### config.mk
export PLATFORM = sky130hd
export DESIGN_NAME = pipeline_hazard_ctrl_flat
export DESIGN_NICKNAME = d
export VERILOG_FILES = /design/src/rtl/riscv_pipe_pkg.sv /design/src/rtl/pipeline_hazard_ctrl_if.sv /design/src/rtl/pipeline_hazard_ctrl_fwd.sv /design/src/rtl/pipeline_hazard_ctrl.sv /design/src/flat_wrapper.sv
export SDC_FILE = /design/constraint.sdc
export NUM_CORES = 1
export LEC_CHECK = 0
export BUFFER_PORTS_ARGS = -buffer_cell sky130_fd_sc_hd__clkbuf_2
export CORE_MARGIN = 3
export CORE_UTILIZATION = 40
export DETAILED_ROUTE_END_ITERATION = 12
export GPL_ROUTABILITY_DRIVEN = 0
export HOLD_SLACK_MARGIN = 0.15
export PLACE_DENSITY_LB_ADDON = 0.08
export SYNTH_ARGS = -nofsm -noshare
export SYNTH_HDL_FRONTEND = slang
export SYNTH_SLANG_ARGS = --single-unit
export TNS_END_PERCENT = 100
### constraint.sdc
create_clock -name clk -period 3.8 [get_ports clk]
set_input_delay 0.38 -clock clk [delete_from_list [all_inputs] [get_ports clk]]
set_output_delay 0.38 -clock clk [all_outputs]
set_load 0.02 [all_outputs]
### src/rtl/riscv_pipe_pkg.sv
// Shared types and constants for the pipeline hazard controller.
//  hz_state_t : hazard FSM states (RUN, MEM_WAIT)
//  FWD_*      : E-stage operand forwarding select encodings
//  fwd_sel()  : forwarding select for one E-stage source register
package riscv_pipe_pkg;

  typedef enum logic {RUN = 1'b0, MEM_WAIT = 1'b1} hz_state_t;

  localparam logic [1:0] FWD_RF = 2'b00;
  localparam logic [1:0] FWD_W  = 2'b01;
  localparam logic [1:0] FWD_M  = 2'b10;

  // M-stage result is younger than W-stage, so it is checked first.
  // x0 is hardwired to zero and is never forwarded.
  function automatic logic [1:0] fwd_sel(input logic [4:0] rs,
                                         input logic [4:0] rd_m, input logic rw_m,
                                         input logic [4:0] rd_w, input logic rw_w);
    if (rw_m && rd_m != 5'd0 && rd_m == rs)      return FWD_M;
    else if (rw_w && rd_w != 5'd0 && rd_w == rs) return FWD_W;
    else                                         return FWD_RF;
  endfunction

endpackage

### src/rtl/pipeline_hazard_ctrl_if.sv
// Bundle of pipeline-side signals seen by the hazard controller.
//  master : pipeline datapath side (drives register ids / stage status,
//           receives stall, flush, forward, timeout and counters)
//  slave  : hazard controller side
interface pipeline_hazard_ctrl_if #(parameter int CNT_WIDTH = 32);
  logic [4:0]           rs1_D, rs2_D;
  logic [4:0]           rs1_E, rs2_E, rd_E;
  logic                 MemRead_E, PCSrc_E;
  logic [4:0]           rd_M;
  logic                 RegWrite_M, dmem_req_M, dmem_ready;
  logic [4:0]           rd_W;
  logic                 RegWrite_W;
  logic                 Stall_F, Stall_D, Stall_E, Stall_M;
  logic                 Flush_D, Flush_E;
  logic [1:0]           ForwardA_E, ForwardB_E;
  logic                 mem_timeout;
  logic [CNT_WIDTH-1:0] stall_cycles, flush_events;

  modport master (
    output rs1_D, rs2_D, rs1_E, rs2_E, rd_E, MemRead_E, PCSrc_E,
           rd_M, RegWrite_M, dmem_req_M, dmem_ready, rd_W, RegWrite_W,
    input  Stall_F, Stall_D, Stall_E, Stall_M, Flush_D, Flush_E,
           ForwardA_E, ForwardB_E, mem_timeout, stall_cycles, flush_events
  );

  modport slave (
    input  rs1_D, rs2_D, rs1_E, rs2_E, rd_E, MemRead_E, PCSrc_E,
           rd_M, RegWrite_M, dmem_req_M, dmem_ready, rd_W, RegWrite_W,
    output Stall_F, Stall_D, Stall_E, Stall_M, Flush_D, Flush_E,
           ForwardA_E, ForwardB_E, mem_timeout, stall_cycles, flush_events
  );
endinterface

### src/rtl/pipeline_hazard_ctrl_fwd.sv
// forwarding_unit: combinational E-stage operand forwarding selects.
//  rs1_E/rs2_E          : E-stage source registers
//  rd_M/RegWrite_M      : M-stage writer
//  rd_W/RegWrite_W      : W-stage writer
//  fwd_a/fwd_b          : FWD_RF / FWD_M / FWD_W per operand
module forwarding_unit
  import riscv_pipe_pkg::*;
(
  input  logic [4:0] rs1_E,
  input  logic [4:0] rs2_E,
  input  logic [4:0] rd_M,
  input  logic       RegWrite_M,
  input  logic [4:0] rd_W,
  input  logic       RegWrite_W,
  output logic [1:0] fwd_a,
  output logic [1:0] fwd_b
);
  assign fwd_a = fwd_sel(rs1_E, rd_M, RegWrite_M, rd_W, RegWrite_W);
  assign fwd_b = fwd_sel(rs2_E, rd_M, RegWrite_M, rd_W, RegWrite_W);
endmodule

### src/rtl/pipeline_hazard_ctrl.sv
// pipeline_hazard_ctrl: stall/flush/forward control for the 5-stage pipe,
// data-memory wait sequencing with watchdog, and perf counters.
//  clk, rst : clock (rising edge), asynchronous active-high reset
//  hz       : pipeline_hazard_ctrl_if.slave (stage ids in; controls,
//             mem_timeout pulse, stall_cycles, flush_events out)
module pipeline_hazard_ctrl
  import riscv_pipe_pkg::*;
#(
  parameter int TIMEOUT   = 256,
  parameter int CNT_WIDTH = 32
) (
  input logic                   clk,
  input logic                   rst,
  pipeline_hazard_ctrl_if.slave hz
);
  localparam int              WCW      = $clog2(TIMEOUT);
  localparam logic [WCW-1:0]  WAIT_MAX = WCW'(TIMEOUT - 1);

  hz_state_t            state, state_nxt;
  logic [WCW-1:0]       wait_cnt, wait_cnt_nxt;
  logic                 pend_flush, pend_nxt;
  logic                 mem_timeout, timeout_nxt;
  logic [CNT_WIDTH-1:0] stall_cnt, flush_cnt;

  logic                 mem_stall, load_use, br_flush, lu_stall;
  logic                 stall_f, stall_e, flush_d, flush_e;
  logic [1:0]           fwd_a, fwd_b;

  // Memory wait FSM. The release cycle (ready or watchdog) is not stalled,
  // so the M instruction advances in the same cycle the access completes.
  always_comb begin
    state_nxt    = state;
    wait_cnt_nxt = wait_cnt;
    timeout_nxt  = 1'b0;
    mem_stall    = 1'b0;
    case (state)
      RUN: begin
        if (hz.dmem_req_M && !hz.dmem_ready) begin
          mem_stall    = 1'b1;
          state_nxt    = MEM_WAIT;
          wait_cnt_nxt = WCW'(1);
        end
      end
      MEM_WAIT: begin
        if (hz.dmem_ready) begin
          state_nxt = RUN;
        end else if (wait_cnt == WAIT_MAX) begin
          // abort: behave as if ready; wait_cnt holds (no wrap)
          state_nxt   = RUN;
          timeout_nxt = 1'b1;
        end else begin
          mem_stall    = 1'b1;
          wait_cnt_nxt = wait_cnt + 1'b1;
        end
      end
      default: state_nxt = RUN;
    endcase
  end

  // A branch seen while stalled is remembered so the flush lands exactly
  // once, on the first cycle the pipe moves again.
  always_comb begin
    load_use = hz.MemRead_E && (hz.rd_E != 5'd0) &&
               ((hz.rd_E == hz.rs1_D) || (hz.rd_E == hz.rs2_D));
    br_flush = !mem_stall && (hz.PCSrc_E || pend_flush);
    // the D instruction is discarded on a branch, so no bubble is needed
    lu_stall = !mem_stall && load_use && !br_flush;
    pend_nxt = mem_stall && (pend_flush || hz.PCSrc_E);

    stall_f  = !rst && (mem_stall || lu_stall);
    stall_e  = !rst && mem_stall;
    flush_d  = !rst && br_flush;
    flush_e  = !rst && (br_flush || lu_stall);
  end

  forwarding_unit u_fwd (
    .rs1_E      (hz.rs1_E),
    .rs2_E      (hz.rs2_E),
    .rd_M       (hz.rd_M),
    .RegWrite_M (hz.RegWrite_M),
    .rd_W       (hz.rd_W),
    .RegWrite_W (hz.RegWrite_W),
    .fwd_a      (fwd_a),
    .fwd_b      (fwd_b)
  );

  always_ff @(posedge clk or posedge rst) begin
    if (rst) begin
      state       <= RUN;
      wait_cnt    <= '0;
      pend_flush  <= 1'b0;
      mem_timeout <= 1'b0;
      stall_cnt   <= '0;
      flush_cnt   <= '0;
    end else begin
      state       <= state_nxt;
      wait_cnt    <= wait_cnt_nxt;
      pend_flush  <= pend_nxt;
      mem_timeout <= timeout_nxt;
      if (stall_f) stall_cnt <= stall_cnt + 1'b1;
      if (flush_e) flush_cnt <= flush_cnt + 1'b1;
    end
  end

  assign hz.Stall_F      = stall_f;
  assign hz.Stall_D      = stall_f;
  assign hz.Stall_E      = stall_e;
  assign hz.Stall_M      = stall_e;
  assign hz.Flush_D      = flush_d;
  assign hz.Flush_E      = flush_e;
  assign hz.ForwardA_E   = rst ? FWD_RF : fwd_a;
  assign hz.ForwardB_E   = rst ? FWD_RF : fwd_b;
  assign hz.mem_timeout  = mem_timeout;
  assign hz.stall_cycles = stall_cnt;
  assign hz.flush_events = flush_cnt;

endmodule
### src/flat_wrapper.sv
// flat-port wrapper written by rule: the top's interface ports become plain ports
module pipeline_hazard_ctrl_flat import riscv_pipe_pkg::*;
#(
  parameter int TIMEOUT   = 256,
  parameter int CNT_WIDTH = 32
)
  (clk, rst, hz_rs1_D, hz_rs2_D, hz_rs1_E, hz_rs2_E, hz_rd_E, hz_MemRead_E, hz_PCSrc_E, hz_rd_M, hz_RegWrite_M, hz_dmem_req_M, hz_dmem_ready, hz_rd_W, hz_RegWrite_W, hz_Stall_F, hz_Stall_D, hz_Stall_E, hz_Stall_M, hz_Flush_D, hz_Flush_E, hz_ForwardA_E, hz_ForwardB_E, hz_mem_timeout, hz_stall_cycles, hz_flush_events);
  pipeline_hazard_ctrl_if #(.CNT_WIDTH(CNT_WIDTH)) hz_i ();
  input logic clk;
  input logic rst;
  input wire logic [$bits(hz_i.rs1_D)-1:0] hz_rs1_D;
  input wire logic [$bits(hz_i.rs2_D)-1:0] hz_rs2_D;
  input wire logic [$bits(hz_i.rs1_E)-1:0] hz_rs1_E;
  input wire logic [$bits(hz_i.rs2_E)-1:0] hz_rs2_E;
  input wire logic [$bits(hz_i.rd_E)-1:0] hz_rd_E;
  input wire logic [$bits(hz_i.MemRead_E)-1:0] hz_MemRead_E;
  input wire logic [$bits(hz_i.PCSrc_E)-1:0] hz_PCSrc_E;
  input wire logic [$bits(hz_i.rd_M)-1:0] hz_rd_M;
  input wire logic [$bits(hz_i.RegWrite_M)-1:0] hz_RegWrite_M;
  input wire logic [$bits(hz_i.dmem_req_M)-1:0] hz_dmem_req_M;
  input wire logic [$bits(hz_i.dmem_ready)-1:0] hz_dmem_ready;
  input wire logic [$bits(hz_i.rd_W)-1:0] hz_rd_W;
  input wire logic [$bits(hz_i.RegWrite_W)-1:0] hz_RegWrite_W;
  output wire logic [$bits(hz_i.Stall_F)-1:0] hz_Stall_F;
  output wire logic [$bits(hz_i.Stall_D)-1:0] hz_Stall_D;
  output wire logic [$bits(hz_i.Stall_E)-1:0] hz_Stall_E;
  output wire logic [$bits(hz_i.Stall_M)-1:0] hz_Stall_M;
  output wire logic [$bits(hz_i.Flush_D)-1:0] hz_Flush_D;
  output wire logic [$bits(hz_i.Flush_E)-1:0] hz_Flush_E;
  output wire logic [$bits(hz_i.ForwardA_E)-1:0] hz_ForwardA_E;
  output wire logic [$bits(hz_i.ForwardB_E)-1:0] hz_ForwardB_E;
  output wire logic [$bits(hz_i.mem_timeout)-1:0] hz_mem_timeout;
  output wire logic [$bits(hz_i.stall_cycles)-1:0] hz_stall_cycles;
  output wire logic [$bits(hz_i.flush_events)-1:0] hz_flush_events;
  assign hz_i.rs1_D = hz_rs1_D;
  assign hz_i.rs2_D = hz_rs2_D;
  assign hz_i.rs1_E = hz_rs1_E;
  assign hz_i.rs2_E = hz_rs2_E;
  assign hz_i.rd_E = hz_rd_E;
  assign hz_i.MemRead_E = hz_MemRead_E;
  assign hz_i.PCSrc_E = hz_PCSrc_E;
  assign hz_i.rd_M = hz_rd_M;
  assign hz_i.RegWrite_M = hz_RegWrite_M;
  assign hz_i.dmem_req_M = hz_dmem_req_M;
  assign hz_i.dmem_ready = hz_dmem_ready;
  assign hz_i.rd_W = hz_rd_W;
  assign hz_i.RegWrite_W = hz_RegWrite_W;
  assign hz_Stall_F = hz_i.Stall_F;
  assign hz_Stall_D = hz_i.Stall_D;
  assign hz_Stall_E = hz_i.Stall_E;
  assign hz_Stall_M = hz_i.Stall_M;
  assign hz_Flush_D = hz_i.Flush_D;
  assign hz_Flush_E = hz_i.Flush_E;
  assign hz_ForwardA_E = hz_i.ForwardA_E;
  assign hz_ForwardB_E = hz_i.ForwardB_E;
  assign hz_mem_timeout = hz_i.mem_timeout;
  assign hz_stall_cycles = hz_i.stall_cycles;
  assign hz_flush_events = hz_i.flush_events;
  pipeline_hazard_ctrl #(.TIMEOUT(TIMEOUT), .CNT_WIDTH(CNT_WIDTH)) u_core (.clk(clk), .rst(rst), .hz(hz_i));
endmodule
Word level (Yosys, flattened, before mapping)
Index checks and enable logic that the tools add are counted.
Widths: inputs -> output; s select.
- add/subtract/negate cells: 3
- equal/unequal tests: 10
- mux-type cells: 17
- bitwise logic cells: 1
- reduce and logical (&&, ||, !) cells: 29
- operators with widths (operator ; count):
    $add 32x1->32 const B ; 2
    $eq 5x5->1 ; 6
    $mux 8 ; 3
    $logic_and 1x1->1 ; 17
    $pmux 8 s2 ; 1
    $reduce_bool 5->1 ; 3
    $add 8x1->8 const B ; 1
    $eq 8x8->1 const B ; 1
    $mux 1 ; 8
    $mux 2 ; 4
    $logic_not 1->1 ; 4
    $logic_or 1x1->1 ; 4
    $ne 2x2->1 const B ; 2
    $reduce_and 3->1 ; 1
    $ne 2x1->1 const B ; 1
    $pmux 1 s2 ; 1
    $not 1->1 ; 1
- register bits after elaboration: 75
- output and inout port bits: 75
- word-level logic and storage cells: 66

Logic depth before layout (Yosys ltp)
Gate-level depths: netlist (run 1).
- word-level depth: 10
- depth in mapped cells: 10
- mapped depth without buffers: 9

Cells and area by module
Synthesis (run 1) repeated with hierarchy kept, for this count alone.
- cell total of the unflattened synthesis: 377
- area total of the unflattened synthesis: 3915.0 µm²
- modules (own cells, without submodules) (module ; times used ; cells an instance ; area an instance (µm²) ; sequential area each (µm²)):
    pipeline_hazard_ctrl ; 1 ; 343 ; 3657.3 ; 1876.8
    forwarding_unit ; 1 ; 34 ; 257.7 ; 0.0

Least setup slack after synthesis (run 1)
Ideal clock, no wire load.
- kind: input port to output port
- start point: in rst
- end point: out hz_ForwardA_E[0]
- arrival: 3.607 ns
- required time: 3.420 ns
- path slack: -0.187 ns
- stages: 5
- buffers on the path: 1
- cell sequence: buf_2 > inv_1 > o211ai_1 > or4_1 > nor4_1
- longest elaborated chain between the ends: 1
- ends and longest elaborated chain (item ; line ; source):
    from (decl) ; flat_wrapper.sv:10 ; input logic rst;
    $mux 2 ; pipeline_hazard_ctrl.sv:111 ; assign hz.ForwardA_E = rst ? FWD_RF : fwd_a;
    to (decl) ; flat_wrapper.sv:30 ; output wire logic [$bits(hz_i.ForwardA_E)-1:0] hz_ForwardA_E;
Every way passes these cells.

Worst setup path in the final report (run 1)
- start point: reg u_core.wait_cnt[0]
- end point: out hz_Flush_E
- longest elaborated chain between the ends: 10
- ends and longest elaborated chain (item ; line ; source):
    from (decl) ; pipeline_hazard_ctrl.sv:20 ; logic [WCW-1:0] wait_cnt, wait_cnt_nxt;
    from (signal assigned) ; pipeline_hazard_ctrl.sv:97 ; wait_cnt <= wait_cnt_nxt;
    $eq 8x8->1 (*) ; pipeline_hazard_ctrl.sv:47 ; end else if (wait_cnt == WAIT_MAX) begin
    $mux 1 (*) ; pipeline_hazard_ctrl.sv:47 ;
    $mux 1 (*) ; pipeline_hazard_ctrl.sv:45 ; if (hz.dmem_ready) begin
    $pmux 1 s2 (*) ; pipeline_hazard_ctrl.sv:36 ; case (state)
    named net u_core.mem_stall ; pipeline_hazard_ctrl.sv:25 ; logic mem_stall, load_use, br_flush, lu_stall;
    $logic_not 1->1 (*) ; pipeline_hazard_ctrl.sv:65, pipeline_hazard_ctrl.sv:67 ;
    $logic_and 1x1->1 ; pipeline_hazard_ctrl.sv:65 ; br_flush = !mem_stall && (hz.PCSrc_E || pend_flush);
    $logic_not 1->1 ; pipeline_hazard_ctrl.sv:67 ; lu_stall = !mem_stall && load_use && !br_flush;
    $logic_and 1x1->1 ; pipeline_hazard_ctrl.sv:67 ;
    $logic_or 1x1->1 (*) ; pipeline_hazard_ctrl.sv:73 ; flush_e = !rst && (br_flush || lu_stall);
    $logic_and 1x1->1 (*) ; pipeline_hazard_ctrl.sv:73 ;
    to (decl) ; flat_wrapper.sv:29 ; output wire logic [$bits(hz_i.Flush_E)-1:0] hz_Flush_E;
The timed path passes the listed nets; every way through them passes the cells marked *.

==> results of run 1 <==
==> logic make-up (layout without fill, tap and decap cells) <==
family                     count (synthesis)  in the layout
muxes                                      2              2
xor gates and xnor gates                  96             96
buffers and inverters                     22            144
AOI/OAI and AO/OA                         12             12
and+or+nand+nor                          168            168
adders and majority gates                  3              3
DFF                                       75             75
==> tightest hold or removal path, cell delays in order <==
cell	delay, ps
clkbuf_2	90
nor2_1	60
nor2_1	80
==> sequential cells by signal, indices dropped and copies added (netlist names) <==
name / cells
u_core.hz.mem_timeout: 1
u_core.pend_flush: 1
u_core.hz.stall_cycles: 32
u_core.wait_cnt: 8
u_core.state: 1
u_core.hz.flush_events: 32
==> power breakdown <==
group          total [W]  internal, W  switching, W
Sequential      0.000957     0.000869     0.0000881
Combinational   0.000385     0.000151      0.000234
Clock           0.000568     0.000299      0.000269
==> area by class of cell <==
cell class,instances,share of cell area (%)
multi-input cells,281,40.9
flip-flops and latches,75,38.7
repair buffers,121,12.7
well taps,129,3.33
clock buffers,12,2.79
clock inverters,3,0.825
inverters,8,0.748
==> cell usage in the layout, fill, tap and decap left out, types with 3 or more instances in the layout <==
master    instances
and3_1           17
and2_1            3
clkbuf_1          3
clkbuf_8          9
nor3b_1           3
nand3_1          41
nor3_1            9
nor2_1           14
nand4_1          26
and4_1            7
xnor2_1          69
clkbuf_2        117
nand2_1          21
inv_1             5
o21ai_0           3
nor3_2            4
ha_1              3
nor4_1            7
buf_4             4
or4_1             5
xor2_1           27
dfrtp_1          75
==> stage by stage <==
| step | instance area, um^2 | setup slack (ps) | hold slack, ps |
|---|---|---|---|
| 2_1_floorplan | 3970 | 638 | 466 |
| 3_3_place_gp | 4680 | 1290 | 461 |
| 3_5_place_dp | 4680 | 1280 | 470 |
| 4_1_cts | 4850 | 911 | 297 |
| 5_1_grt | 4850 | 770 | 317 |
| 6_report | 4850 | 950 | 317 |
==> per-layer routing <==
| metal | wire length (um) | vias up | part of all wire (%) | GRT usage [%] |
|---|---|---|---|---|
| met5 | 0 | - | 0 | 0 |
| met4 | 111 | 0 | 1.2 | 5.00 |
| met3 | 353 | 11 | 4.0 | 4.23 |
| met2 | 4280 | 74 | 48 | 26.4 |
| met1 | 4140 | 1514 | 47 | 21.6 |
| li1 | - | 1560 | - | - |
==> worst paths after layout <==
| check | from | to | slack [ps] |
|---|---|---|---|
| min in group asynchronous | rst | u_core.hz.stall_cycles[9]$_DFFE_PP0P_ | 570 |
| worst min-delay path | hz_PCSrc_E | u_core.pend_flush$_DFF_PP0_ | 320 |
| worst min register to register | u_core.hz.stall_cycles[31]$_DFFE_PP0P_ | u_core.hz.stall_cycles[31]$_DFFE_PP0P_ | 470 |
| worst max register to register | u_core.wait_cnt[0]$_DFFE_PP0P_ | u_core.hz.flush_events[1]$_DFFE_PP0P_ | 1420 |
| worst max-delay path | u_core.wait_cnt[0]$_DFFE_PP0P_ | hz_Flush_E | 950 |
| max in group asynchronous | rst | u_core.state$_DFF_PP0_ | 2580 |
==> impl_metrics.toml, run 1 <==
[flow_run]
maxCapViolations = 0

[power_and_ir_drop]
p_per_area_nw_per_um2 = 394
fin_total_pwr_w = 0.00191
max-vdd-ir-drop_mv = 0.146
p_leak_nw = 2.29

[cts]
hold_buffers = 0
cts_tree = "yes"
cts_setup_buffers = 0
ctsResizeCount = 0
clk_path_buf_depth = 2
insertion_delay_ps = 340
htree_levels = 3
clkTransAtPathRegs_ps = 70
cts_sinks = 75
cts_made_buffers = 9
cts_root_buffer = "clkbuf_8"

[worst_setup_path]
cp-start-kind = "flop"
max_stage_delay_ps = 390
cp_num_buf_inv = 4
crit_slowest_cell = "dfrtp_1"
critPathMaxFanout = 20
worstSetupPathType = "reg -> out"
worst-path-stages = 9
arrival_ps = 2470
worst_r2r_path_depth = 9
critical-path-top-delay-family = "buffers and inverters"
cp_data_required_time_ps = 3420
path_cells = "ha_1 > nand4_1 > o221ai_2 > inv_4 > nor3_2 > a21oi_2 > buf_4 > inv_2 > clkbuf_2"
end_kind = "output port"

[timing]
fin_crit_sh_pct = 75.0
skew_ps = 7.05
period_needed_ps = 2850
slew_headroom_pct = 34.6
finalSetupViolations = 0
slew_violations = 0
setup_tns_ps = 0
hold_violations = 0
max_freq_mhz = 351
worstMarginPinSlew_ps = 981
rsz0062_at_grt = "false"

[global_routing]
grt_pass1_vias = 3048
grt_first_pass_wirelength_mm = 14.9
grt_usage_pct = 16.3
grt_max_degree = 77
grt_antenna_before_repair = 0
overflow = 0

[synthesis]
synth_nets = 424
ys_top_cells_by_count = "dfrtp_1 (75), xnor2_1 (69), nand3_1 (41), xor2_1 (27), nand4_1 (26)"
ys_ff_latch = 75
syn_area_per_cell_um2 = 10.5
synth-simple-area-share_pct = 25.1
ys.flop_type = "dfrtp_1"
synth_adder_area_share_pct = 0.946
synth_edf_count = 0
synth_top_area_share_pct = 47.3
yosysUniqueCellTypes = 44
synth.area.mux_share_pct = 0.567
syn_area_um2 = 3970
yosys.area.top_type = "dfrtp_1"
synth_compound_area_share_pct = 2.21
synth_top_family_by_area = "simple AND/OR/NAND/NOR gates"
synth-xor-area-share_pct = 21.2
yosysWarnings = 0
synthCells = 378
synth_most_common_cell = "dfrtp_1"
ys_seq_area_share_pct = 47.3
async_flop_share_pct = 100
ys_top_cells_by_area = "dfrtp_1 (47%), xnor2_1 (15%), xor2_1 (6.0%)"

[worst_hold_path]
hold_class = "in -> reg"
hold_depth = 3

[placement]
io_buffers = 117
dp.cells = 614
place_hpwl_mm = 6.42

[die]
core_area_um2 = 9460
die_h_um = 106
pin_count = 118
fp.dieW_um = 106
row_count = 35
die-area_um2 = 11200
start_util_pct = 42.0

[routing]
routed_via_density = 5.02
drtAntennaViolNets = 0
drt_wl_total_mm = 8.88
wl_per_cell_um = 14.1
drc_errors = 0
drt_iter0_drc = 105
dr_total_vias = 3159
first_pass_iters = 4

[final_layout]
multi_input_area_um2 = 1990
seq_area_um2 = 1880
final.fill_count = 926
stdcell_count = 629
area_growth_pct = 22.2
fin_util_pct = 51.3
diodes = 0
num-nets-final = 542
drive_above_1_share_pct = 30.4

[status]
status = "completed"
Note: power is estimated with default switching activity, not from simulation.
==> inputs of run 2 (changes only) <==
Clock period 3.8 ns to 2.4 ns, I/O delays scaled along.
==> run 2 against run 1 <==
Effect of this change:
- clock power up 87%
- count of clock-buffer cells in the layout down 3
- non-clock buffer count up 8
- first-iteration DRC count down 6.7%
- global-route usage up 0.66 points
- via count up 1.4%
- combinational power up 65%
==> impl_metrics.toml, run 2 (synthesized netlist as in run 1, its figures left out) <==
[timing]
max_freq_mhz = 445
fin_crit_sh_pct = 93.6
setup_tns_ps = 0
slew_violations = 0
finalSetupViolations = 0
hold_violations = 0
period_needed_ps = 2250
slew_headroom_pct = 35.8
skew_ps = 13.0
layout_setup_ws_ps = 153
worstMarginPinSlew_ps = 962

[cts]
cts_root_buffer = "clkbuf_8"
cts_tree = "yes"
insertion_delay_ps = 340
hold_buffers = 0
clkTransAtPathRegs_ps = 80
clk_path_buf_depth = 2
cts_made_buffers = 9
htree_levels = 3
cts_sinks = 75

[placement]
place_ws_ps = 228
dp.cells = 618
place_hpwl_mm = 6.67
io_buffers = 117
place_area_um2 = 4750

[final_layout]
drive_above_1_share_pct = 33.8
area_growth_pct = 26.8
final_cell_mix = "clkbuf_2 (116), dfrtp_1 (75), xnor2_1 (69)"
diodes = 0
layout_commonest_cell = "clkbuf_2"
stdcell_count = 638
num-nets-final = 551
fin_area_um2 = 5030
final.fill_count = 903

[worst_setup_path]
critPathMaxFanout = 10
crit_slowest_cell = "dfrtp_1"
worstSetupPathType = "reg -> out"
path_cells = "ha_1 > nand4_1 > o221ai_2 > inv_4 > a21o_2 > and2_1 > clkbuf_2"
cp_num_buf_inv = 2
cp_data_required_time_ps = 2160
cp-start-kind = "flop"
end_kind = "output port"
arrival_ps = 2010
max_stage_delay_ps = 370
critical-path-top-delay-family = "compound AO/OA/AOI/OAI gates"

[global_routing]
grt_first_pass_wirelength_mm = 15.6
grt_pass1_vias = 3216
grt_max_degree = 76
grt_antenna_before_repair = 0
overflow = 0
grt_usage_pct = 17.0

[routing]
first_pass_iters = 4
drc_errors = 0
wl_per_cell_um = 14.7
drtAntennaViolNets = 0
drt_iter0_drc = 98
routed_via_density = 5.02
dr_total_vias = 3203
drt_wl_total_mm = 9.41

[worst_hold_path]
hold_class = "in -> reg"

[die]
row_count = 35
core_area_um2 = 9460
die-area_um2 = 11200
die_h_um = 106
pin_count = 118
fp.dieW_um = 106
start_util_pct = 42.0

[power_and_ir_drop]
p_leak_nw = 2.36
max-vdd-ir-drop_mv = 0.295
p_per_area_nw_per_um2 = 639
fin_total_pwr_w = 0.00321

[status]
status = "completed"

[flow_run]
maxCapViolations = 0
-- run 2: cell count changes in the layout (fill, tap and decap cells not counted), moves of 2 or more --
cell | before | now
buf_4 | 4 | 12
clkbuf_1 | 3 | 0
clkinvlp_4 | 1 | 3
nor4_1 | 7 | 3
nor4_2 | 0 | 2
nor4_4 | 2 | 4
or4_1 | 5 | 3
or4_4 | 0 | 2
-- run 2: what timing repair did --
action,CTS,global route
setup buffers,0,4
gates cloned,0,1
setup endpoints to repair,1,6
pin swaps,0,1
gates resized for setup,1,6
-- run 2: worst paths after layout --
kind                                                         from                                      to  slack, ps  depth (start not counted)
hold / removal                                         hz_PCSrc_E             u_core.pend_flush$_DFF_PP0_        200                          3
min in group asynchronous                                     rst  u_core.hz.stall_cycles[12]$_DFFE_PP0P_        500                          3
setup / recovery                   u_core.wait_cnt[1]$_DFFE_PP0P_                              hz_Stall_D        150                          7
hold reg to reg            u_core.hz.flush_events[31]$_DFFE_PP0P_  u_core.hz.flush_events[31]$_DFFE_PP0P_        480                          1
max in group asynchronous                                     rst  u_core.hz.flush_events[11]$_DFFE_PP0P_       1280                          3
setup reg to reg                   u_core.wait_cnt[1]$_DFFE_PP0P_  u_core.hz.flush_events[13]$_DFFE_PP0P_        190                          9
-- run 2: where the power goes --
part / internal (W) / leakage [nW] / switching [W]
Combinational: 0.000252 / 1.25 / 0.000383
Sequential: 0.00138 / 1.00 / 0.000140
Clock: 0.000582 / 0.102 / 0.000483
-- run 2: cell type report --
class	instances	area, um^2	area share, %
clock buffer	9	124	2.46
clock inverter	6	88.8	1.77
inverter	8	41.3	0.820
multi-input combinational	281	2060	40.9
sequential	75	1880	37.3
tap	129	161	3.21
timing repair buffer	129	676	13.4
timing repair inverter	1	5.00	0.0995
-- run 2: worst register-to-register path, stage by stage (launching register included) --
cell and delay, ps:
dfrtp_1 370, ha_1 180, nand4_1 120, o221ai_2 270, inv_4 120, nor3_4 220, a21oi_4 110, buf_4 240
nor4_1 340, xor2_1 170
-- run 2: stage by stage --
| stage | util, % | hold WS, ps |
|---|---|---|
| 2_1_floorplan | - | 401 |
| 3_3_place_gp | 50.3 | 463 |
| 3_5_place_dp | 50.3 | 471 |
| 4_1_cts | 52.5 | 177 |
| 5_1_grt | 53.2 | 208 |
| 6_report | 53.2 | 196 |
-- run 2: per-layer routing --
layer	routed length [um]	track usage (%)	vias up
met5	0	0	-
met4	127	5.09	0
met3	330	3.12	11
met2	4640	28.1	60
met1	4310	22.8	1548
li1	-	-	1584
